File: config.mk
export PLATFORM = sky130hd
export DESIGN_NAME = sha256_block_engine
export DESIGN_NICKNAME = d
export VERILOG_FILES = /design/src/rtl/sha256_block_engine.sv
export SDC_FILE = /design/constraint.sdc
export NUM_CORES = 2
export LEC_CHECK = 0
export CAP_MARGIN = 20
export CORE_MARGIN = 1.5
export CORE_UTILIZATION = 35
export CTS_BUF_LIST = sky130_fd_sc_hd__clkbuf_4
export DETAILED_ROUTE_END_ITERATION = 8
export PLACE_DENSITY_LB_ADDON = 0.2
export SETUP_SLACK_MARGIN = 0.2
export SYNTH_ARGS = -nofsm -noshare
export SYNTH_HDL_FRONTEND = slang
export SYNTH_SLANG_ARGS = --single-unit
File: constraint.sdc
create_clock -name clk -period 49 [get_ports clk]
set_input_delay 9.8 -clock clk [delete_from_list [all_inputs] [get_ports clk]]
set_output_delay 9.8 -clock clk [all_outputs]
set_load 0.05 [all_outputs]
File: src/rtl/sha256_block_engine.sv
// sha256_block_engine: iterative SHA-256 compression, one round per clock, H chained across blocks.
// Define SHA256_SHA224_EN to add the s_sha224 input (SHA-224 IV and truncated digest).
module sha256_block_engine (
   input  logic         clk,
   input  logic         rst,
   input  logic         s_valid,
   output logic         s_ready,
   input  logic         s_first,
`ifdef SHA256_SHA224_EN
   input  logic         s_sha224,
`endif
   input  logic [511:0] s_block,
   output logic         m_valid,
   input  logic         m_ready,
   output logic [255:0] m_digest,
   output logic         busy
);
   typedef enum logic [1:0] {IDLE, ROUND, FINAL, DONE} state_t;
   localparam logic [7:0][31:0] IV256 = {
      32'h6a09e667, 32'hbb67ae85, 32'h3c6ef372, 32'ha54ff53a,
      32'h510e527f, 32'h9b05688c, 32'h1f83d9ab, 32'h5be0cd19};
   localparam logic [31:0] K [64] = '{
      32'h428a2f98, 32'h71374491, 32'hb5c0fbcf, 32'he9b5dba5, 32'h3956c25b, 32'h59f111f1, 32'h923f82a4, 32'hab1c5ed5,
      32'hd807aa98, 32'h12835b01, 32'h243185be, 32'h550c7dc3, 32'h72be5d74, 32'h80deb1fe, 32'h9bdc06a7, 32'hc19bf174,
      32'he49b69c1, 32'hefbe4786, 32'h0fc19dc6, 32'h240ca1cc, 32'h2de92c6f, 32'h4a7484aa, 32'h5cb0a9dc, 32'h76f988da,
      32'h983e5152, 32'ha831c66d, 32'hb00327c8, 32'hbf597fc7, 32'hc6e00bf3, 32'hd5a79147, 32'h06ca6351, 32'h14292967,
      32'h27b70a85, 32'h2e1b2138, 32'h4d2c6dfc, 32'h53380d13, 32'h650a7354, 32'h766a0abb, 32'h81c2c92e, 32'h92722c85,
      32'ha2bfe8a1, 32'ha81a664b, 32'hc24b8b70, 32'hc76c51a3, 32'hd192e819, 32'hd6990624, 32'hf40e3585, 32'h106aa070,
      32'h19a4c116, 32'h1e376c08, 32'h2748774c, 32'h34b0bcb5, 32'h391c0cb3, 32'h4ed8aa4a, 32'h5b9cca4f, 32'h682e6ff3,
      32'h748f82ee, 32'h78a5636f, 32'h84c87814, 32'h8cc70208, 32'h90befffa, 32'ha4506ceb, 32'hbef9a3f7, 32'hc67178f2};
   function automatic logic [31:0] e0(input logic [31:0] x);
      return {x[1:0], x[31:2]} ^ {x[12:0], x[31:13]} ^ {x[21:0], x[31:22]};
   endfunction
   function automatic logic [31:0] e1(input logic [31:0] x);
      return {x[5:0], x[31:6]} ^ {x[10:0], x[31:11]} ^ {x[24:0], x[31:25]};
   endfunction
   function automatic logic [31:0] s0(input logic [31:0] x);
      return {x[6:0], x[31:7]} ^ {x[17:0], x[31:18]} ^ {3'b0, x[31:3]};
   endfunction
   function automatic logic [31:0] s1(input logic [31:0] x);
      return {x[16:0], x[31:17]} ^ {x[18:0], x[31:19]} ^ {10'b0, x[31:10]};
   endfunction
   function automatic logic [31:0] ch(input logic [31:0] x, input logic [31:0] y, input logic [31:0] z);
      return (x & y) ^ (~x & z);
   endfunction
   function automatic logic [31:0] maj(input logic [31:0] x, input logic [31:0] y, input logic [31:0] z);
      return (x & y) ^ (x & z) ^ (y & z);
   endfunction
   state_t            r_state;
   logic [5:0]        r_t;
   logic              r_first;
   logic              r_s_ready;
   logic              r_m_valid;
   logic              r_busy;
   logic [255:0]      r_digest;
   // Word index 7 is H0/a, index 0 is H7/h; window index 15 holds W_t, index 0 holds W_t+15.
   logic [7:0][31:0]  r_h;
   logic [7:0][31:0]  r_v;
   logic [15:0][31:0] r_w;
   logic [7:0][31:0]  w_hn;
   logic [7:0][31:0]  w_iv_acc;
   logic [7:0][31:0]  w_base;
   logic [255:0]      w_digest;
   logic [31:0]       w_t1;
   logic [31:0]       w_t2;
   logic [31:0]       w_wn;
`ifdef SHA256_SHA224_EN
   localparam logic [7:0][31:0] IV224 = {
      32'hc1059ed8, 32'h367cd507, 32'h3070dd17, 32'hf70e5939,
      32'hffc00b31, 32'h68581511, 32'h64f98fa7, 32'hbefa4fa4};
   logic r_224;
   assign w_iv_acc = s_sha224 ? IV224 : IV256;
   assign w_base   = r_first ? (r_224 ? IV224 : IV256) : r_h;
   assign w_digest = {w_hn[7:1], r_224 ? 32'h0 : w_hn[0]};
`else
   assign w_iv_acc = IV256;
   assign w_base   = r_first ? IV256 : r_h;
   assign w_digest = w_hn;
`endif
   assign w_t1 = r_v[0] + e1(r_v[3]) + ch(r_v[3], r_v[2], r_v[1]) + K[r_t] + r_w[15];
   assign w_t2 = e0(r_v[7]) + maj(r_v[7], r_v[6], r_v[5]);
   assign w_wn = s1(r_w[1]) + r_w[6] + s0(r_w[14]) + r_w[15];
   always_comb begin
      w_hn = '0;
      for (int i = 0; i < 8; i++) w_hn[i] = w_base[i] + r_v[i];
   end
   assign s_ready  = r_s_ready;
   assign m_valid  = r_m_valid;
   assign m_digest = r_digest;
   assign busy     = r_busy;
   always_ff @(posedge clk or posedge rst) begin
      if (rst) begin
         r_state   <= IDLE;
         r_t       <= '0;
         r_first   <= 1'b0;
`ifdef SHA256_SHA224_EN
         r_224     <= 1'b0;
`endif
         r_s_ready <= 1'b0;
         r_m_valid <= 1'b0;
         r_busy    <= 1'b0;
         r_digest  <= '0;
         r_h       <= IV256;
         r_v       <= '0;
         r_w       <= '0;
      end else begin
         case (r_state)
            IDLE: begin
               r_s_ready <= 1'b1;
               if (s_valid && r_s_ready) begin
                  r_w       <= s_block;
                  r_v       <= s_first ? w_iv_acc : r_h;
                  r_t       <= '0;
                  r_first   <= s_first;
`ifdef SHA256_SHA224_EN
                  r_224     <= s_sha224;
`endif
                  r_s_ready <= 1'b0;
                  r_busy    <= 1'b1;
                  r_state   <= ROUND;
               end
            end
            ROUND: begin
               r_v <= {w_t1 + w_t2, r_v[7:5], r_v[4] + w_t1, r_v[3:1]};
               r_w <= {r_w[14:0], w_wn};
               r_t <= r_t + 6'd1;
               if (r_t == 6'd63) r_state <= FINAL;
            end
            FINAL: begin
               r_h       <= w_hn;
               r_digest  <= w_digest;
               r_m_valid <= 1'b1;
               r_state   <= DONE;
            end
            DONE: begin
               if (m_ready) begin
                  r_m_valid <= 1'b0;
                  r_busy    <= 1'b0;
                  r_s_ready <= 1'b1;
                  r_state   <= IDLE;
               end
            end
            default: r_state <= IDLE;
         endcase
      end
   end
endmodule

==> impl_results.md <==
- Worst Min Path Start: r_w[97]$_DFFE_PP0P_
- Setup CP Type: in2reg
- DP HPWL: around 260000 µm
- Initial Utilization: 35.3%
- Post-CTS Setup Bufs: 0
- Endpoint class of the critical path: register
- Total track usage: 29.2%
- Metal3 WL: 24800 µm
- H-Tree Depth: 5
- Register area share after synthesis: 37.1%
- Unique masters post-synth: 94
- Total number of vias: 68899
- Status: finished clean
- Area Growth Syn to Fin: 17.7%
- Clk pin slew, worst setup/hold paths: 0.07 ns
- Via density: 5.42
- Critical path depth: 10
- Yosys reg bits: 1172
- # setup viols final: 0
- Routed WL: ~340000 µm
- Crit path time final: 15.43 ns
- Worst Setup EP: r_w[98]$_DFFE_PP0P_
- Clock Latency Late Sink: 1.44 ns
- Max_cap viols: 0
- Buffers added on ports: 775
- Synth Cell Area: 79400 µm²
- Worst reg2reg path startpoint: r_t[0]$_DFFE_PP0P_
- Post-synth EDFFs: 0
- RSZ-0062 raised after global routing: false
- CORE AREA: 225000 µm²
- Delay-heaviest family, CP: buffers and inverters
- Met2 routed WL: 158000 µm
- Nets@finish: 10540
- CP startpoint: s_valid
- Worst Reg-to-Reg Cells: 35
- TritonCTS clock tree: done
- Average wire per standard cell: 26.8 µm
- Remaining antenna violation count: 0
- Slowest-stage cell, CP: buf_4
- Die X: 479 µm
- Worst Hold Path Cells: 2
- Gpl congestion: 0.972
- Worst Path Required: 50.14 ns
- Prevailing post-synth register cell: dfrtp_1
- Initial antenna violation count: 75
- CP dominant cell by count: buf_4
- Fin crit share: about a third
- Max transition margin: 18.3%
- Setup TNS: 0 ns
- DR pass1 iterations: 6
- Post-Synthesis Cells: 8846
- Clk_skew: about 0.17 ns
- Hold_buf cts: 0
- Slew @ Worst Pin: 1.23 ns
- Type of the most critical hold path: reg2reg
- CP bufs+invs: 7
- Largest net degree at the start of global routing: 272
- Row Count: between 150 and 200
- Top Layer Used: met5
- Clock tree buffer depth: 4
- Vias in the first global route: 67806
- Ys Warns: 0
- Synth Area per Inst: 8.98 µm²
- First-pass GRT wire length: around 500000 µm
- Vert. Die Dim: roughly 480 µm
- Count of boundary I/O pins: 776
- Top achievable clock speed: 64.8 MHz
- CTS Root Buffer Type: clkbuf_4
- Metal-1 WL: 144000 µm
- Max incr delay on CP: ~0.95 ns
- Die ar.: 230000 µm²
- Setup slack, reg-to-reg: between 30 and 40 ns
- Synth Net Count: 9961
- Worst reg2reg path endpoint: r_v[254]$_DFFE_PP0P_
- Layout cells sized above 1: 10.2%
- Post-cts resize count: 0
- CP Data Arrival Time: 16.57 ns
- CP Max Fanout: 271
- Worst path cell trace: clkdlybuf4s50_1 -> nand3_1 -> o21a_4 -> buf_4 -> buf_4 -> buf_4 -> buf_4 -> buf_12 -> buf_4 -> o21ai_0
- Hold Vio Cnt, Final: 0
- Critical path launch point type: primary input
- Asr flop ratio synth: 100%
- GRT overflow: 0
- DRC: 0
- CTS buffer count: 362
- Clock net sink count: 1172
- Max Slew Vio Count: 0
- Starting DRT DRC Count: 6202
per-stage QoR:
step           utilization [%]  hold WS, ns  cells  area [µm²]  setup slack (ns)
3_3_place_gp              39.5        0.460  12050       88900             32.60
4_1_cts                   41.5        0.464  12675       93400             33.99
5_1_grt                   41.5        0.494  12697       93500             33.19
2_1_floorplan                -        0.449   8846       79400              6.41
3_5_place_dp              39.5        0.470  12052       88900             32.48
6_report                  41.5        0.466  12707       93500             33.57
worst min-delay path by stage:
stage                          endpoint  slack [ns]
4_1_cts             r_v[37]$_DFFE_PP0P_        0.46
3_5_place_dp       r_w[402]$_DFFE_PP0P_        0.47
6_report           r_w[129]$_DFFE_PP0P_        0.47
5_1_grt        m_digest[58]$_DFFE_PP0P_        0.49
2_1_floorplan       r_w[19]$_DFFE_PP0P_        0.45
3_3_place_gp       r_w[337]$_DFFE_PP0P_        0.46
flip-flops by register name (all words and copies together) (netlist names):
register / flops
busy: 1
m_valid: 1
s_ready: 1
r_w: 512
r_state: 2
r_t: 6
r_v: 256
r_h: 136
r_first: 1
m_digest: 256
Yosys cell counts (10+ instances only):
| master | count | area, µm² |
|---|---|---|
| xnor2_1 | 359 | 3140 |
| dfrtp_1 | 1036 | 25900 |
| o221ai_1 | 16 | 140 |
| o311ai_0 | 17 | 149 |
| a311oi_1 | 14 | 123 |
| mux2_2 | 111 | 1250 |
| o21bai_1 | 40 | 300 |
| xor2_1 | 200 | 1750 |
| and2_1 | 14 | 87.6 |
| a31oi_1 | 27 | 169 |
| and3_1 | 39 | 244 |
| o21ai_1 | 12 | 60.1 |
| or3_1 | 27 | 169 |
| o21a_1 | 91 | 683 |
| o2111ai_1 | 11 | 96.3 |
| clkbuf_1 | 481 | 1810 |
| inv_1 | 667 | 2500 |
| mux2i_1 | 515 | 5150 |
| a211oi_1 | 48 | 360 |
| nand3b_1 | 16 | 120 |
| or2_2 | 37 | 231 |
| a211o_1 | 22 | 193 |
| o211ai_1 | 56 | 420 |
| ha_1 | 403 | 5040 |
| nor2_1 | 555 | 2080 |
| nor3_1 | 74 | 370 |
| a31o_2 | 10 | 87.6 |
| a21oi_1 | 490 | 2450 |
| nand2_1 | 984 | 3690 |
| a221oi_1 | 119 | 1040 |
| dfstp_2 | 136 | 3570 |
| nand3_1 | 91 | 455 |
| buf_4 | 120 | 901 |
| fa_1 | 195 | 3900 |
| o41ai_1 | 10 | 87.6 |
| o21ai_0 | 1035 | 5180 |
| nand2b_1 | 54 | 338 |
| nor2b_1 | 161 | 1010 |
| o31ai_1 | 22 | 165 |
| a21boi_0 | 11 | 82.6 |
| a21o_1 | 191 | 1430 |
| buf_1 | 57 | 214 |
| nand4_1 | 18 | 113 |
| o22ai_1 | 107 | 669 |
worst register-to-register path: cells and delay by family (launching register included):
family,cells,cell delay (ns)
buf+inv,7,1.20
flops,1,0.32
simple gates,6,1.24
fa+ha+maj,6,2.47
compound gates,14,3.71
xor+xnor,2,1.13
placed cells by master, fill, tap and decap left out, types with 27 or more instances in the layout:
cell type | Yosys | layout
o21ai_0 | 1035 | 1035
dfrtp_1 | 1036 | 1031
nand2_1 | 984 | 983
clkdlybuf4s50_1 | 0 | 774
inv_1 | 667 | 664
nor2_1 | 555 | 553
clkbuf_4 | 0 | 524
mux2i_1 | 515 | 515
a21oi_1 | 490 | 490
ha_1 | 403 | 401
xnor2_1 | 359 | 359
xor2_1 | 200 | 200
fa_1 | 195 | 195
a21o_1 | 191 | 191
nor2b_1 | 161 | 161
dfstp_2 | 136 | 136
a221oi_1 | 119 | 119
mux2_2 | 111 | 111
o22ai_1 | 107 | 107
nand3_1 | 91 | 91
o21a_1 | 91 | 90
buf_4 | 120 | 89
clkinv_1 | 2 | 78
nor3_1 | 74 | 74
o211ai_1 | 56 | 56
nand2b_1 | 54 | 54
a211oi_1 | 48 | 48
o21bai_1 | 40 | 40
and3_1 | 39 | 39
or2_2 | 37 | 37
diode_2 | 0 | 31
or3_1 | 27 | 27
a31oi_1 | 27 | 27
cell families after synthesis:
logic type	synth area share, %
AND/OR/NAND/NOR	11.5
buffers and inverters	6.85
multiplexers	8.23
adder cells (fa/ha/maj)	11.3
flip-flops	37.1
XOR/XNOR	6.18
AO/OA/AOI/OAI	18.8
area by class of cell:
class,count,area (µm²)
diodes,31,77.6
clock inverters,99,503
repair buffers,873,8600
multi-input cells,6344,44600
fillers,22757,132000
well taps,2992,3740
inverters,672,2540
clock buffers,524,3930
flip-flops and latches,1172,29500
per-layer routing:
| layer | vias up | track usage, % |
|---|---|---|
| met1 | 33877 | 38.0 |
| met5 | - | 0 |
| li1 | 31772 | - |
| met3 | 579 | 6.70 |
| met4 | 54 | 11.2 |
| met2 | 2617 | 47.0 |
Power is not shown: default switching activity piles up to over one toggle a cycle in this logic, so the estimate is an artifact.
